--- config.mk ---
export PLATFORM = sky130hd
export DESIGN_NAME = seq_chunk_adder_flat
export DESIGN_NICKNAME = d
export VERILOG_FILES = /design/src/rtl/seq_chunk_adder_if.sv /design/src/rtl/seq_chunk_adder.sv /design/src/flat_wrapper.sv
export SDC_FILE = /design/constraint.sdc
export NUM_CORES = 1
export LEC_CHECK = 0
export ABC_AREA = 1
export BUFFER_PORTS_ARGS = -buffer_cell sky130_fd_sc_hd__buf_2
export CORE_MARGIN = 1
export CORE_UTILIZATION = 59
export DETAILED_ROUTE_END_ITERATION = 8
export HOLD_SLACK_MARGIN = 0.03
export PLACE_DENSITY = 0.86
export RECOVER_POWER = 50
export SKIP_LAST_GASP = 1
export SLEW_MARGIN = 20
export SYNTH_ARGS = -nofsm -noshare
export SYNTH_HDL_FRONTEND = slang
export SYNTH_SLANG_ARGS = --single-unit
export TNS_END_PERCENT = 50
--- constraint.sdc ---
create_clock -name clk -period 9.9 [get_ports clk]
set_clock_uncertainty 0.15 [all_clocks]
set_input_delay 1.98 -clock clk [delete_from_list [all_inputs] [get_ports clk]]
set_output_delay 1.98 -clock clk [all_outputs]
set_load 0.005 [all_outputs]
--- src/rtl/seq_chunk_adder_if.sv ---
// Handshake and data bundle for seq_chunk_adder: requester drives start/operands,
// the adder returns busy/done/sum/cout.
interface seq_chunk_adder_if #(
  parameter int unsigned WIDTH = 128
) ();
  logic             start;
  logic [WIDTH-1:0] a;
  logic [WIDTH-1:0] b;
  logic             cin;
  logic             sub;
  logic             busy;
  logic             done;
  logic [WIDTH-1:0] sum;
  logic             cout;

  modport master (
    output start, a, b, cin, sub,
    input  busy, done, sum, cout
  );

  modport slave (
    input  start, a, b, cin, sub,
    output busy, done, sum, cout
  );
endinterface

--- src/rtl/seq_chunk_adder.sv ---
// Multi-cycle WIDTH-bit adder built on one CHUNK-bit slice, LSB chunk first.
// Define CHUNK_ADDER_SUB_EN to enable subtraction through the sub input.
module seq_chunk_adder #(
  parameter int unsigned WIDTH = 128,
  parameter int unsigned CHUNK = 32
) (
  input logic              clk,
  input logic              rst,
  seq_chunk_adder_if.slave bus
);
  localparam int unsigned NCHUNK = WIDTH / CHUNK;
  localparam int unsigned IdxW   = (NCHUNK > 1) ? $clog2(NCHUNK) : 1;
  localparam int unsigned BaseW  = (WIDTH > 1) ? $clog2(WIDTH) : 1;
  localparam logic [IdxW-1:0] LastIdx = IdxW'(NCHUNK - 1);

  typedef enum logic [1:0] {StIdle, StRun, StFin} state_e;

  state_e           state_q, state_d;
  logic [IdxW-1:0]  idx_q, idx_d;
  logic [WIDTH-1:0] a_q, a_d;
  logic [WIDTH-1:0] b_q, b_d;
  logic [WIDTH-1:0] sum_q, sum_d;
  logic             carry_q, carry_d;
  logic             cout_q, cout_d;

  logic             carry_init;
  logic [BaseW-1:0] base;
  logic [CHUNK-1:0] a_chunk;
  logic [CHUNK-1:0] b_chunk;
  logic [CHUNK:0]   chunk_res;

  assign base    = BaseW'(32'(idx_q) * CHUNK);
  assign a_chunk = a_q[base +: CHUNK];

`ifdef CHUNK_ADDER_SUB_EN
  logic sub_q, sub_d;

  always_comb begin
    sub_d = sub_q;
    if (state_q == StIdle && bus.start) begin
      sub_d = bus.sub;
    end
  end

  always_ff @(posedge clk) begin
    if (rst) begin
      sub_q <= 1'b0;
    end else begin
      sub_q <= sub_d;
    end
  end

  // a - b - cin == a + ~b + ~cin in two's complement
  assign carry_init = bus.cin ^ bus.sub;
  assign b_chunk    = b_q[base +: CHUNK] ^ {CHUNK{sub_q}};
`else
  logic unused_sub;
  assign unused_sub = bus.sub;
  assign carry_init = bus.cin;
  assign b_chunk    = b_q[base +: CHUNK];
`endif

  assign chunk_res = {1'b0, a_chunk} + {1'b0, b_chunk} + {{CHUNK{1'b0}}, carry_q};

  always_comb begin
    state_d = state_q;
    idx_d   = idx_q;
    a_d     = a_q;
    b_d     = b_q;
    sum_d   = sum_q;
    carry_d = carry_q;
    cout_d  = cout_q;
    unique case (state_q)
      StIdle: begin
        if (bus.start) begin
          a_d     = bus.a;
          b_d     = bus.b;
          carry_d = carry_init;
          idx_d   = '0;
          sum_d   = '0;
          cout_d  = 1'b0;
          state_d = StRun;
        end
      end
      StRun: begin
        sum_d[base +: CHUNK] = chunk_res[CHUNK-1:0];
        carry_d              = chunk_res[CHUNK];
        if (idx_q == LastIdx) begin
          cout_d  = chunk_res[CHUNK];
          idx_d   = '0;
          state_d = StFin;
        end else begin
          idx_d = idx_q + 1'b1;
        end
      end
      StFin:   state_d = StIdle;
      default: state_d = StIdle;
    endcase
  end

  always_ff @(posedge clk) begin
    if (rst) begin
      state_q <= StIdle;
      idx_q   <= '0;
      a_q     <= '0;
      b_q     <= '0;
      sum_q   <= '0;
      carry_q <= 1'b0;
      cout_q  <= 1'b0;
    end else begin
      state_q <= state_d;
      idx_q   <= idx_d;
      a_q     <= a_d;
      b_q     <= b_d;
      sum_q   <= sum_d;
      carry_q <= carry_d;
      cout_q  <= cout_d;
    end
  end

  assign bus.busy = (state_q == StRun);
  assign bus.done = (state_q == StFin);
  assign bus.sum  = sum_q;
  assign bus.cout = cout_q;
endmodule

--- src/flat_wrapper.sv ---
// flat-port wrapper written by rule: the top's interface ports become plain ports
module seq_chunk_adder_flat 
#(
  parameter int unsigned WIDTH = 128,
  parameter int unsigned CHUNK = 32
)
  (clk, rst, bus_start, bus_a, bus_b, bus_cin, bus_sub, bus_busy, bus_done, bus_sum, bus_cout);
  seq_chunk_adder_if #(.WIDTH(WIDTH)) bus_i ();
  input logic clk;
  input logic rst;
  input wire logic [$bits(bus_i.start)-1:0] bus_start;
  input wire logic [$bits(bus_i.a)-1:0] bus_a;
  input wire logic [$bits(bus_i.b)-1:0] bus_b;
  input wire logic [$bits(bus_i.cin)-1:0] bus_cin;
  input wire logic [$bits(bus_i.sub)-1:0] bus_sub;
  output wire logic [$bits(bus_i.busy)-1:0] bus_busy;
  output wire logic [$bits(bus_i.done)-1:0] bus_done;
  output wire logic [$bits(bus_i.sum)-1:0] bus_sum;
  output wire logic [$bits(bus_i.cout)-1:0] bus_cout;
  assign bus_i.start = bus_start;
  assign bus_i.a = bus_a;
  assign bus_i.b = bus_b;
  assign bus_i.cin = bus_cin;
  assign bus_i.sub = bus_sub;
  assign bus_busy = bus_i.busy;
  assign bus_done = bus_i.done;
  assign bus_sum = bus_i.sum;
  assign bus_cout = bus_i.cout;
  seq_chunk_adder #(.WIDTH(WIDTH), .CHUNK(CHUNK)) u_core (.clk(clk), .rst(rst), .bus(bus_i));
endmodule
==> impl_metrics.tcl <==
set metrics [dict create \
    outcome "finished with violations" \
    nets 3196 \
    cp-endpoint "u_core.bus.sum[107]" \
    r2r_end "u_core.bus.sum[120]" \
    cts_tree "yes" \
    hold_viol_final 0 \
    worst_pin_slew_ns 5.61 \
    p_switching_w 0.00132 \
    crit_fanout 131 \
    grtUsageTotal_pct 33.5 \
    wirelength_um 53800 \
    rows 63 \
    cts_post_setup_buffers_inserted 0 \
    p_sw_share_pct 31.2 \
    setup_ws_ns 3.54 \
    synth_cell_types 36 \
    path_clk_slew_ns 0.06 \
    start_util_pct 60.0 \
    violations "capacitance limit, slew limit" \
    required_ns 9.89 \
    synth_area_per_cell_um2 6.79 \
    vias 18400 \
    cts_num_sinks 390 \
    yosysWarnings 0 \
    dp.cells 3246 \
    ctsResizeCount 0 \
    first_iter_violations 1849 \
    vias_per_cell 5.56 \
    antenna_left 0 \
    max_cap_violations 2 \
    clkPwrFrac_pct 37.1 \
    clk_latency_ns 0.53 \
    cp-start-kind "input pin" \
    grt_antenna_before_repair 3 \
    synth_ff_type "dfxtp_1" \
    setup.worst_path.start "rst" \
    dp_hpwl_um 36200 \
    min_path_type "reg -> reg" \
    synthArstFlopShare_pct 0 \
    grt_pass1_vias 16300 \
    ys_seq_area_share_pct 43.8 \
    critical_path_class "in -> reg" \
    reg2reg_from "u_core.idx_q[0]" \
    power_density_nw_per_um2 202 \
    fin_crit_sh_pct 64.2 \
    synth-edff-count 0 \
    slew-limit-headroom_pct -274 \
    port_buffers 390 \
    synth_top_cell_area_share_pct 43.8 \
    post-route-drc-count 0 \
    die_w_um 176 \
    finalCriticalPeriod_ns 6.36 \
    h-tree-depth 2 \
    syn_area_um2 17800 \
    wl_per_cell_um 16.2 \
    p_leak_nw 9.48 \
    fin_util_pct 70.8 \
    clockBufferDepth 3 \
    die_h_um 176 \
    pre_cts_ws_ns 4.58 \
    dr.pass1.iters 6 \
    ys_ff_latch 390 \
    peakVddDrop_mv 0.126 \
    comb_power_share_pct 22.1 \
    synth_area_leader_cell "dfxtp_1" \
    grt_max_degree 167 \
    worstPathArrival_ns 6.35 \
    reg2reg_depth 18 \
    slew_viol_final 233 \
    core_area_um2 29700 \
    syn_to_final_growth_pct 17.9 \
    finalNonFillerCells 3317 \
    drive_gt1_share_pct 15.5 \
    gp_congestion 0.905 \
    cts.hold.buffers_added 0 \
    cts_buffers 40 \
    rsz0062_at_grt "no" \
    num_io_pins 392 \
    finalSetupTns_ns 0 \
    pwr-share-seq_pct 40.7 \
    setup_viol 0 \
    ff2ff_setup_slack_ns 5.17 \
    syn_inst 2627 \
    die_area_um2 30900 \
    root_buffer "clkbuf_16" \
    overflow 0 \
    grt_pass1_wl_um 83500 \
    intPower_w 0.00292 \
    netlist_top_cells_area "dfxtp_1, nor2_1, o21ai_0" \
    endpoint_kind "flop" \
    clock.fmax_mhz 157 \
    synth_nets 2925 \
]
[layout by cell type, fill, tap and decap left out, drive strengths merged, types with 5 or more instances in the layout]
| cell | Yosys | routed |
|---|---|---|
| nor2 | 705 | 705 |
| nand2 | 454 | 454 |
| dfxtp | 390 | 390 |
| o21ai | 388 | 388 |
| buf | 46 | 340 |
| a21oi | 151 | 151 |
| inv | 132 | 132 |
| clkbuf | 132 | 124 |
| o22ai | 64 | 64 |
| nand3 | 63 | 63 |
| ha | 35 | 35 |
| nand4 | 32 | 32 |
| xor2 | 12 | 12 |
| clkinv | 1 | 10 |
| nor3 | 5 | 5 |
[cell type report]
cell class | instances | area, um2
timing repair buffer | 407 | 2000
tap | 390 | 488
fill | 2542 | 8690
clock buffer | 57 | 1210
inverter | 133 | 514
antenna | 1 | 2.50
multi-input combinational | 1926 | 8830
clock inverter | 13 | 176
sequential | 390 | 7810
[power groups by stage]
stage	logic (W)	registers [W]	clock network, W
6_report	0.000938	0.00173	0.00158
5_1_grt	0.00104	0.00174	0.00165
4_1_cts	0.000925	0.00173	0.00158
3_5_place_dp	0.000917	0.00176	0
3_3_place_gp	0.000902	0.00175	0
2_1_floorplan	0.000628	0.00174	0
[critical path, cell delays in order]
cell	delay [ns]
clkbuf_1	0.17
clkbuf_1	3.95
a21oi_1	0.20
[synthesized netlist by cell type (3+ instances only)]
cell	count
o21ai_0	386
clkbuf_1	132
nand3_2	4
nor2_1	696
nand3_1	59
nor2_2	7
dfxtp_1	390
a21oi_2	3
o22ai_1	64
nand2_1	445
inv_1	127
xor2_2	5
inv_2	5
a21oi_1	148
xor2_1	7
nand4_1	32
nand2_2	9
buf_1	12
nor3_1	5
ha_1	35
buf_2	34
[logic make-up after synthesis]
| logic type | count (synthesis) | share of synthesized area (%) |
|---|---|---|
| AOI/OAI and AO/OA | 608 | 17.7 |
| xor gates and xnor gates | 14 | 0.898 |
| adders and majority gates | 37 | 2.68 |
| buffers and inverters | 311 | 6.79 |
| DFF | 390 | 43.8 |
| and+or+nand+nor | 1267 | 28.2 |
[worst min-delay path by stage]
stage / from / endpoint / cells past startpoint
final: u_core.bus.sum[32] / u_core.bus.sum[32] / 2
after global routing: u_core.bus.sum[42] / u_core.bus.sum[42] / 2
after CTS: u_core.bus.sum[32] / u_core.bus.sum[32] / 2
after detailed placement: u_core.bus.sum[32] / u_core.bus.sum[32] / 2
after global placement: u_core.bus.sum[66] / u_core.bus.sum[66] / 2
after floorplan: u_core.a_q[64] / u_core.a_q[64] / 2
[registers in the layout (all words and copies together) (netlist names)]
| register | flops |
|---|---|
| u_core.a_q | 128 |
| u_core.state_q | 2 |
| u_core.b_q | 128 |
| u_core.carry_q | 1 |
| u_core.bus.sum | 128 |
| u_core.bus.cout | 1 |
| u_core.idx_q | 2 |
[metrics by stage]
stage / cell area [um2] / total power [W] / hold slack, ns
floorplan: 17800 / 0.00237 / 0.299
global placement: 19700 / 0.00266 / 0.296
detailed placement: 19700 / 0.00268 / 0.300
CTS: 21100 / 0.00424 / 0.309
global route: 21000 / 0.00442 / 0.325
finish: 21000 / 0.00424 / 0.308
[routing by layer]
layer  global-route usage, %  part of all wire [%]  up-vias
met5                       0                 0.019        -
met4                    9.67                   2.4        2
met3                    4.33                   7.7      103
met2                    54.9                    46      864
met1                    45.9                    44     8446
li1                        -                     -     9030
No activity file was read; power rests on OpenSTA's default activity.
